==> src/rtl/hilo_mdu_pkg.sv <==
// hilo_mdu_pkg: shared EX control codes, HI/LO unit FSM encodings and op decode helpers.
//   MULT/MULTU/MTHI/MTLO codes are the existing shared values; DIV/DIVU take unused 5-bit codes.
package hilo_mdu_pkg;

    localparam logic [4:0] MULT_CONTROL  = 5'b01100;
    localparam logic [4:0] MULTU_CONTROL = 5'b01101;
    localparam logic [4:0] MTHI_CONTROL  = 5'b01110;
    localparam logic [4:0] MTLO_CONTROL  = 5'b01111;
    localparam logic [4:0] DIV_CONTROL   = 5'b11000;
    localparam logic [4:0] DIVU_CONTROL  = 5'b11001;

    localparam logic [1:0] S_IDLE = 2'd0;
    localparam logic [1:0] S_MUL  = 2'd1;
    localparam logic [1:0] S_DIV  = 2'd2;
    localparam logic [1:0] S_DONE = 2'd3;

    function automatic logic is_mul(input logic [4:0] op);
        return op == MULT_CONTROL || op == MULTU_CONTROL;
    endfunction

    function automatic logic is_div(input logic [4:0] op);
        return op == DIV_CONTROL || op == DIVU_CONTROL;
    endfunction

endpackage

==> src/rtl/hilo_mdu_if.sv <==
// hilo_mdu_if: EX-stage request/response bundle for the HI/LO unit.
//   master (EX): drives valid, op, a, b, flush; sees stall, hi, lo, done.
//   slave (hilo_mdu): the reverse.
interface hilo_mdu_if;
    logic        valid;
    logic [4:0]  op;
    logic [31:0] a;
    logic [31:0] b;
    logic        flush;
    logic        stall;
    logic [31:0] hi;
    logic [31:0] lo;
    logic        done;

    modport master (output valid, op, a, b, flush, input stall, hi, lo, done);
    modport slave  (input valid, op, a, b, flush, output stall, hi, lo, done);
endinterface

==> src/rtl/hilo_mdu_div_iter.sv <==
// div_iter: 32-bit radix-2 restoring divider on unsigned magnitudes, one step per cycle.
//   clk, rst_n   : clock, async active-low reset
//   start        : load dividend/divisor, clear remainder and iteration counter
//   step         : perform one shift/subtract iteration
//   quotient     : quotient after the current step (combinational look-ahead)
//   remainder    : remainder after the current step (combinational look-ahead)
//   last         : the current step is the final one
module div_iter #(
    parameter int DIV_CYCLES = 32
) (
    input  logic        clk,
    input  logic        rst_n,
    input  logic        start,
    input  logic [31:0] dividend,
    input  logic [31:0] divisor,
    input  logic        step,
    output logic [31:0] quotient,
    output logic [31:0] remainder,
    output logic        last
);
    localparam int CW = $clog2(DIV_CYCLES);

    logic [CW-1:0] cnt;
    logic [31:0]   q, r, d;
    logic [32:0]   sh;
    logic [31:0]   diff;
    logic          ge;

    // Remainder stays below the divisor, so the shifted value fits 33 bits and
    // a successful subtraction always fits back into 32.
    assign sh        = {r, q[31]};
    assign ge        = sh >= {1'b0, d};
    assign diff      = sh[31:0] - d;
    assign quotient  = {q[30:0], ge};
    assign remainder = ge ? diff : sh[31:0];
    assign last      = cnt == CW'(DIV_CYCLES - 1);

    always_ff @(posedge clk or negedge rst_n)
        if (!rst_n) begin
            q   <= '0;
            r   <= '0;
            d   <= '0;
            cnt <= '0;
        end else if (start) begin
            q   <= dividend;
            r   <= '0;
            d   <= divisor;
            cnt <= '0;
        end else if (step) begin
            q   <= quotient;
            r   <= remainder;
            cnt <= cnt + 1'b1;
        end
endmodule

==> src/rtl/hilo_mdu.sv <==
// hilo_mdu: EX-stage owner of architectural HI/LO; handles MULT/MULTU/DIV/DIVU/MTHI/MTLO.
//   clk, rst_n : clock, async active-low reset
//   bus.valid/op/a/b/flush : EX request; flush kills it and aborts any op in flight
//   bus.stall  : combinational pipeline hold while a multiply/divide is outstanding
//   bus.hi/lo  : registered HI/LO, read back by the ALU for MFHI/MFLO
//   bus.done   : one-cycle pulse in the cycle after a MULT/DIV result is written
module hilo_mdu
    import hilo_mdu_pkg::*;
#(
    parameter int DIV_CYCLES = 32
) (
    input logic       clk,
    input logic       rst_n,
    hilo_mdu_if.slave bus
);
    logic [1:0]  state;
    logic [31:0] hi, lo, ma, mb, q, r, dvd, dvs;
    logic [63:0] prod;
    logic        msgn, sa, sb, bz, req, dsgn, last;

    assign req  = state == S_IDLE && bus.valid && !bus.flush;
    assign dsgn = bus.op == DIV_CONTROL;
    assign dvd  = dsgn && bus.a[31] ? -bus.a : bus.a;
    assign dvs  = dsgn && bus.b[31] ? -bus.b : bus.b;
    // Sign-extending both factors to 64 bits makes the low half of one
    // multiplier correct for both signed and unsigned products.
    assign prod = {{32{msgn & ma[31]}}, ma} * {{32{msgn & mb[31]}}, mb};

    assign bus.stall = (req && (is_mul(bus.op) || is_div(bus.op))) || state == S_MUL || state == S_DIV;
    assign bus.hi    = hi;
    assign bus.lo    = lo;

    div_iter #(.DIV_CYCLES(DIV_CYCLES)) u_div (
        .clk       (clk),
        .rst_n     (rst_n),
        .start     (req && is_div(bus.op)),
        .dividend  (dvd),
        .divisor   (dvs),
        .step      (state == S_DIV),
        .quotient  (q),
        .remainder (r),
        .last      (last)
    );

    always_ff @(posedge clk or negedge rst_n)
        if (!rst_n) begin
            state    <= S_IDLE;
            hi       <= '0;
            lo       <= '0;
            bus.done <= 1'b0;
            ma       <= '0;
            mb       <= '0;
            msgn     <= 1'b0;
            sa       <= 1'b0;
            sb       <= 1'b0;
            bz       <= 1'b0;
        end else begin
            bus.done <= 1'b0;
            if (bus.flush)
                state <= S_IDLE;
            else
                case (state)
                    S_IDLE: if (bus.valid) begin
                        if (bus.op == MTHI_CONTROL) hi <= bus.a;
                        if (bus.op == MTLO_CONTROL) lo <= bus.a;
                        if (is_mul(bus.op)) begin
                            ma    <= bus.a;
                            mb    <= bus.b;
                            msgn  <= bus.op == MULT_CONTROL;
                            state <= S_MUL;
                        end
                        if (is_div(bus.op)) begin
                            sa    <= dsgn & bus.a[31];
                            sb    <= dsgn & bus.b[31];
                            bz    <= bus.b == '0;
                            state <= S_DIV;
                        end
                    end
                    S_MUL: begin
                        {hi, lo} <= prod;
                        bus.done <= 1'b1;
                        state    <= S_DONE;
                    end
                    S_DIV: if (last) begin
                        // A zero divisor leaves an all-ones quotient and |a| as remainder;
                        // skipping the quotient negation and restoring the dividend's sign
                        // yields lo=FFFF_FFFF, hi=a for every divide-by-zero.
                        lo       <= (sa ^ sb) && !bz ? -q : q;
                        hi       <= sa ? -r : r;
                        bus.done <= 1'b1;
                        state    <= S_DONE;
                    end
                    default: state <= S_IDLE;
                endcase
        end
endmodule

==> src/flat_wrapper.sv <==
// flat-port wrapper written by rule: the top's interface ports become plain ports
module hilo_mdu_flat import hilo_mdu_pkg::*;
#(
    parameter int DIV_CYCLES = 32
)
  (clk, rst_n, bus_valid, bus_op, bus_a, bus_b, bus_flush, bus_stall, bus_hi, bus_lo, bus_done);
  hilo_mdu_if bus_i ();
  input logic clk;
  input logic rst_n;
  input wire logic [$bits(bus_i.valid)-1:0] bus_valid;
  input wire logic [$bits(bus_i.op)-1:0] bus_op;
  input wire logic [$bits(bus_i.a)-1:0] bus_a;
  input wire logic [$bits(bus_i.b)-1:0] bus_b;
  input wire logic [$bits(bus_i.flush)-1:0] bus_flush;
  output wire logic [$bits(bus_i.stall)-1:0] bus_stall;
  output wire logic [$bits(bus_i.hi)-1:0] bus_hi;
  output wire logic [$bits(bus_i.lo)-1:0] bus_lo;
  output wire logic [$bits(bus_i.done)-1:0] bus_done;
  assign bus_i.valid = bus_valid;
  assign bus_i.op = bus_op;
  assign bus_i.a = bus_a;
  assign bus_i.b = bus_b;
  assign bus_i.flush = bus_flush;
  assign bus_stall = bus_i.stall;
  assign bus_hi = bus_i.hi;
  assign bus_lo = bus_i.lo;
  assign bus_done = bus_i.done;
  hilo_mdu #(.DIV_CYCLES(DIV_CYCLES)) u_core (.clk(clk), .rst_n(rst_n), .bus(bus_i));
endmodule
==> config.mk <==
export PLATFORM = sky130hd
export DESIGN_NAME = hilo_mdu_flat
export DESIGN_NICKNAME = d
export VERILOG_FILES = /design/src/rtl/hilo_mdu_pkg.sv /design/src/rtl/hilo_mdu_if.sv /design/src/rtl/hilo_mdu_div_iter.sv /design/src/rtl/hilo_mdu.sv /design/src/flat_wrapper.sv
export SDC_FILE = /design/constraint.sdc
export NUM_CORES = 2
export LEC_CHECK = 0
export ABC_AREA = 1
export CORE_MARGIN = 5
export CORE_UTILIZATION = 60
export CTS_CLUSTER_SIZE = 25
export DETAILED_ROUTE_END_ITERATION = 10
export GPL_TIMING_DRIVEN = 1
export PLACE_DENSITY = 0.78
export SLEW_MARGIN = 0
export SYNTH_ARGS = -nofsm -noshare
export SYNTH_HDL_FRONTEND = slang
export SYNTH_SLANG_ARGS = --single-unit
==> constraint.sdc <==
create_clock -name clk -period 25.2 [get_ports clk]
set_clock_uncertainty 0.05 [all_clocks]
set_input_delay 6.3 -clock clk [delete_from_list [all_inputs] [get_ports clk]]
set_output_delay 6.3 -clock clk [all_outputs]
set_load 0.05 [all_outputs]
==> results.sh <==
export IMPL_finalMaxSlewViolations=0
export IMPL_synth_fa_ha_area_frac=0.466
export IMPL_yosysUniqueCellTypes=61
export IMPL_synth_ff_type="dfrtp_1"
export IMPL_synth_simple_area_share=0.187
export IMPL_syn_inst=7147
export IMPL_root_buffer="clkbuf_16"
export IMPL_grt_max_degree=99
export IMPL_drive_gt1_frac=0.0385
export IMPL_status="complete, no violations"
export IMPL_arrival_ps=9190
export IMPL_grt_pass1_wl_um=260000
export IMPL_fin_crit_sh=0.617
export IMPL_seq_area_sq_um=5910
export IMPL_drv_cap=0
export IMPL_tritoncts="built"
export IMPL_wire_per_inst_um=19.3
export IMPL_grt_usage=0.331
export IMPL_r2r_slack_ps=15380
export IMPL_cts_buffers=28
export IMPL_hold_depth=2
export IMPL_antenna_found_initial=9
export IMPL_synth_top_area_frac=0.409
export IMPL_die_area_sq_um=98100
export IMPL_max_freq_mhz=64.3
export IMPL_reg2reg_from="u_core.msgn$_DFFE_PN0P_"
export IMPL_synthesis_area_sq_um=55200
export IMPL_rsz0062_at_grt="false"
export IMPL_worstMarginPinSlew_ps=1280
export IMPL_area_delta_synth_final_pct=5.69
export IMPL_multi_input_area_sq_um=40800
export IMPL_path_buf_inv=6
export IMPL_post_route_min_period_ps=15540
export IMPL_fill_cells=7846
export IMPL_slowest_stage="clkdlybuf4s50_1"
export IMPL_die_h_um=313
export IMPL_r2r_end="u_core.bus.hi[31]$_DFFE_PN0P_"
export IMPL_path_cells="clkdlybuf4s50_1 -> inv_1 -> nor2_1 -> inv_1 -> nor3_1 -> inv_1 -> nor2_2 -> buf_4 -> nor2_1 -> nand3_1 -> clkdlybuf4s50_1"
export IMPL_first_pass_iters=6
export IMPL_ys_top_cells_by_count="inv_1, nand2_1, fa_1"
export IMPL_cts_num_sinks=236
export IMPL_r2r_cells=32
export IMPL_drtIter0Drc=4216
export IMPL_ctsResizeCount=0
export IMPL_insertion_delay_ps=550
export IMPL_synth_edf_count=0
export IMPL_cp_start_kind="primary input"
export IMPL_worst_path_most_repeated_cell="inv_1"
export IMPL_cp_slowest_stage_delay_ps=820
export IMPL_synth_top_family_by_area="adder cells"
export IMPL_dr_total_vias=46600
export IMPL_io_pins=139
export IMPL_coreArea_sq_um=91400
export IMPL_hold_class="reg -> reg"
export IMPL_grt_pass1_vias=49300
export IMPL_setup_tns_ps=0
export IMPL_synth_seq_area_share=0.107
export IMPL_final_nets=8495
export IMPL_hpwlAfterDp_um=130000
export IMPL_place_gp_congestion=0.980
export IMPL_syn_area_per_cell_sq_um=7.72
export IMPL_crit_family="buffers and inverters"
export IMPL_synth_mux_area_frac=0.00143
export IMPL_fin_cells=8256
export IMPL_cp_max_fo=39
export IMPL_rows=111
export IMPL_die_x_um=313
export IMPL_cts_path_max_buffers=3
export IMPL_yosysWarningCount=0
export IMPL_synth_xor_area_frac=0.0141
export IMPL_endpoint_kind="primary output"
export IMPL_post_cts_setup_buffer_count=0
export IMPL_syn_num_nets=8600
export IMPL_cts_htree_levels=1
export IMPL_setup_violations_final=0
export IMPL_routed_wl_um=160000
export IMPL_drc_errors=0
export IMPL_ys_seq_elements=236
export IMPL_finalHoldViolations=0
export IMPL_viasPerCell=5.64
export IMPL_yosysMostFrequentCell="inv_1"
export IMPL_slew_headroom=0.150
export IMPL_grt_remaining_overflow=0
export IMPL_dp_cells=8198
export IMPL_clkTransAtPathRegs_ps=60
export IMPL_async_flop_share=1.00
export IMPL_start_util=0.604
export IMPL_crit_required_ps=18850
export IMPL_detail_route_antenna_nets=0
export IMPL_ys_top_cells_by_area="fa_1, inv_1, nand2_1"
export IMPL_worstHoldStart="u_core.u_div.d[19]$_DFFE_PN0P_"
export IMPL_hold_buffers=0
export IMPL_synth_top_cell_by_area="fa_1"
export IMPL_path_class="in -> out"
export IMPL_worst_hold_path_endpoint="u_core.u_div.d[19]$_DFFE_PN0P_"
export IMPL_synth_compound_area_frac=0.0710
export IMPL_port_buffers=138
==> cells in the final DEF, fill, tap and decap left out, types with 15 or more instances in the layout <==
cell / n
nor3_1: 48
a21o_1: 15
nand3_1: 174
nor2_1: 334
dfrtp_1: 232
buf_4: 82
fa_1: 1126
o22ai_1: 42
nor4_1: 15
a21oi_1: 229
inv_2: 16
o21ai_0: 269
nand2_2: 34
ha_1: 252
a31oi_1: 35
clkbuf_16: 29
nor2_2: 18
xor2_1: 51
xnor2_1: 38
nand2_1: 1798
o221ai_1: 29
nand4_1: 32
inv_1: 1854
clkdlybuf4s50_1: 137
==> worst max path at each step <==
stage | start | end | slack (ps) | cells past startpoint
3_3_place_gp | bus_op[3] | bus_stall | 9620 | 11
6_report | bus_op[3] | bus_stall | 9660 | 11
5_1_grt | bus_op[3] | bus_stall | 9490 | 11
2_1_floorplan | bus_op[3] | bus_stall | 11130 | 9
4_1_cts | bus_op[3] | bus_stall | 9680 | 11
3_5_place_dp | bus_op[3] | bus_stall | 9690 | 11
==> registers in the layout, indices dropped and copies added (netlist names) <==
| register | count |
|---|---|
| u_core.sa | 1 |
| u_core.u_div.cnt | 5 |
| u_core.u_div.r | 32 |
| u_core.mb | 32 |
| u_core.bz | 1 |
| u_core.sb | 1 |
| u_core.u_div.d | 32 |
| u_core.bus.lo | 32 |
| u_core.msgn | 1 |
| u_core.state | 2 |
| u_core.bus.done | 1 |
| u_core.u_div.q | 32 |
| u_core.bus.hi | 32 |
| u_core.ma | 32 |
==> worst min-delay path, stage by stage, from the launching register on <==
cell and delay [ps]:
dfrtp_1 340, nand2_1 50, o21ai_0 60
==> per-stage QoR <==
stage	worst slack [ps]	hold slack, ps	utilization	area, sq um
final	9660	435	0.638	58300
after global routing	9490	457	0.638	58300
after CTS	9680	438	0.638	58300
after detailed placement	9690	423	0.627	57300
after global placement	9620	417	0.627	57300
after floorplan	11130	397	-	55200
==> metal layers <==
metal,wire length (um),track usage,vias to the layer above
met2,76700,0.558,2299
met4,8180,0.137,6
met1,61200,0.439,23200
met5,41,0,-
met3,13500,0.0416,475
li1,-,-,20600
==> cell families (layout without fill, tap and decap cells) <==
group / Yosys count / count (layout)
AO/OA/AOI/OAI: 693 / 693
XOR/XNOR: 89 / 89
adder cells (fa/ha/maj): 1380 / 1380
buffers and inverters: 2229 / 2146
flip-flops: 236 / 236
multiplexers: 7 / 7
other: 0 / 6
AND/OR/NAND/NOR: 2513 / 2513
==> cell type report <==
cell class	instances	share of cell area
antenna	6	0.000258
clock inverter	15	0.00369
inverter	1874	0.121
multi-input combinational	4682	0.700
timing repair buffer	220	0.0343
tap	1186	0.0255
clock buffer	37	0.0138
sequential	236	0.101
Power is left out: the tool's default activity adds up to more than one toggle a clock period on the data nets, which glitch-free logic cannot reach.
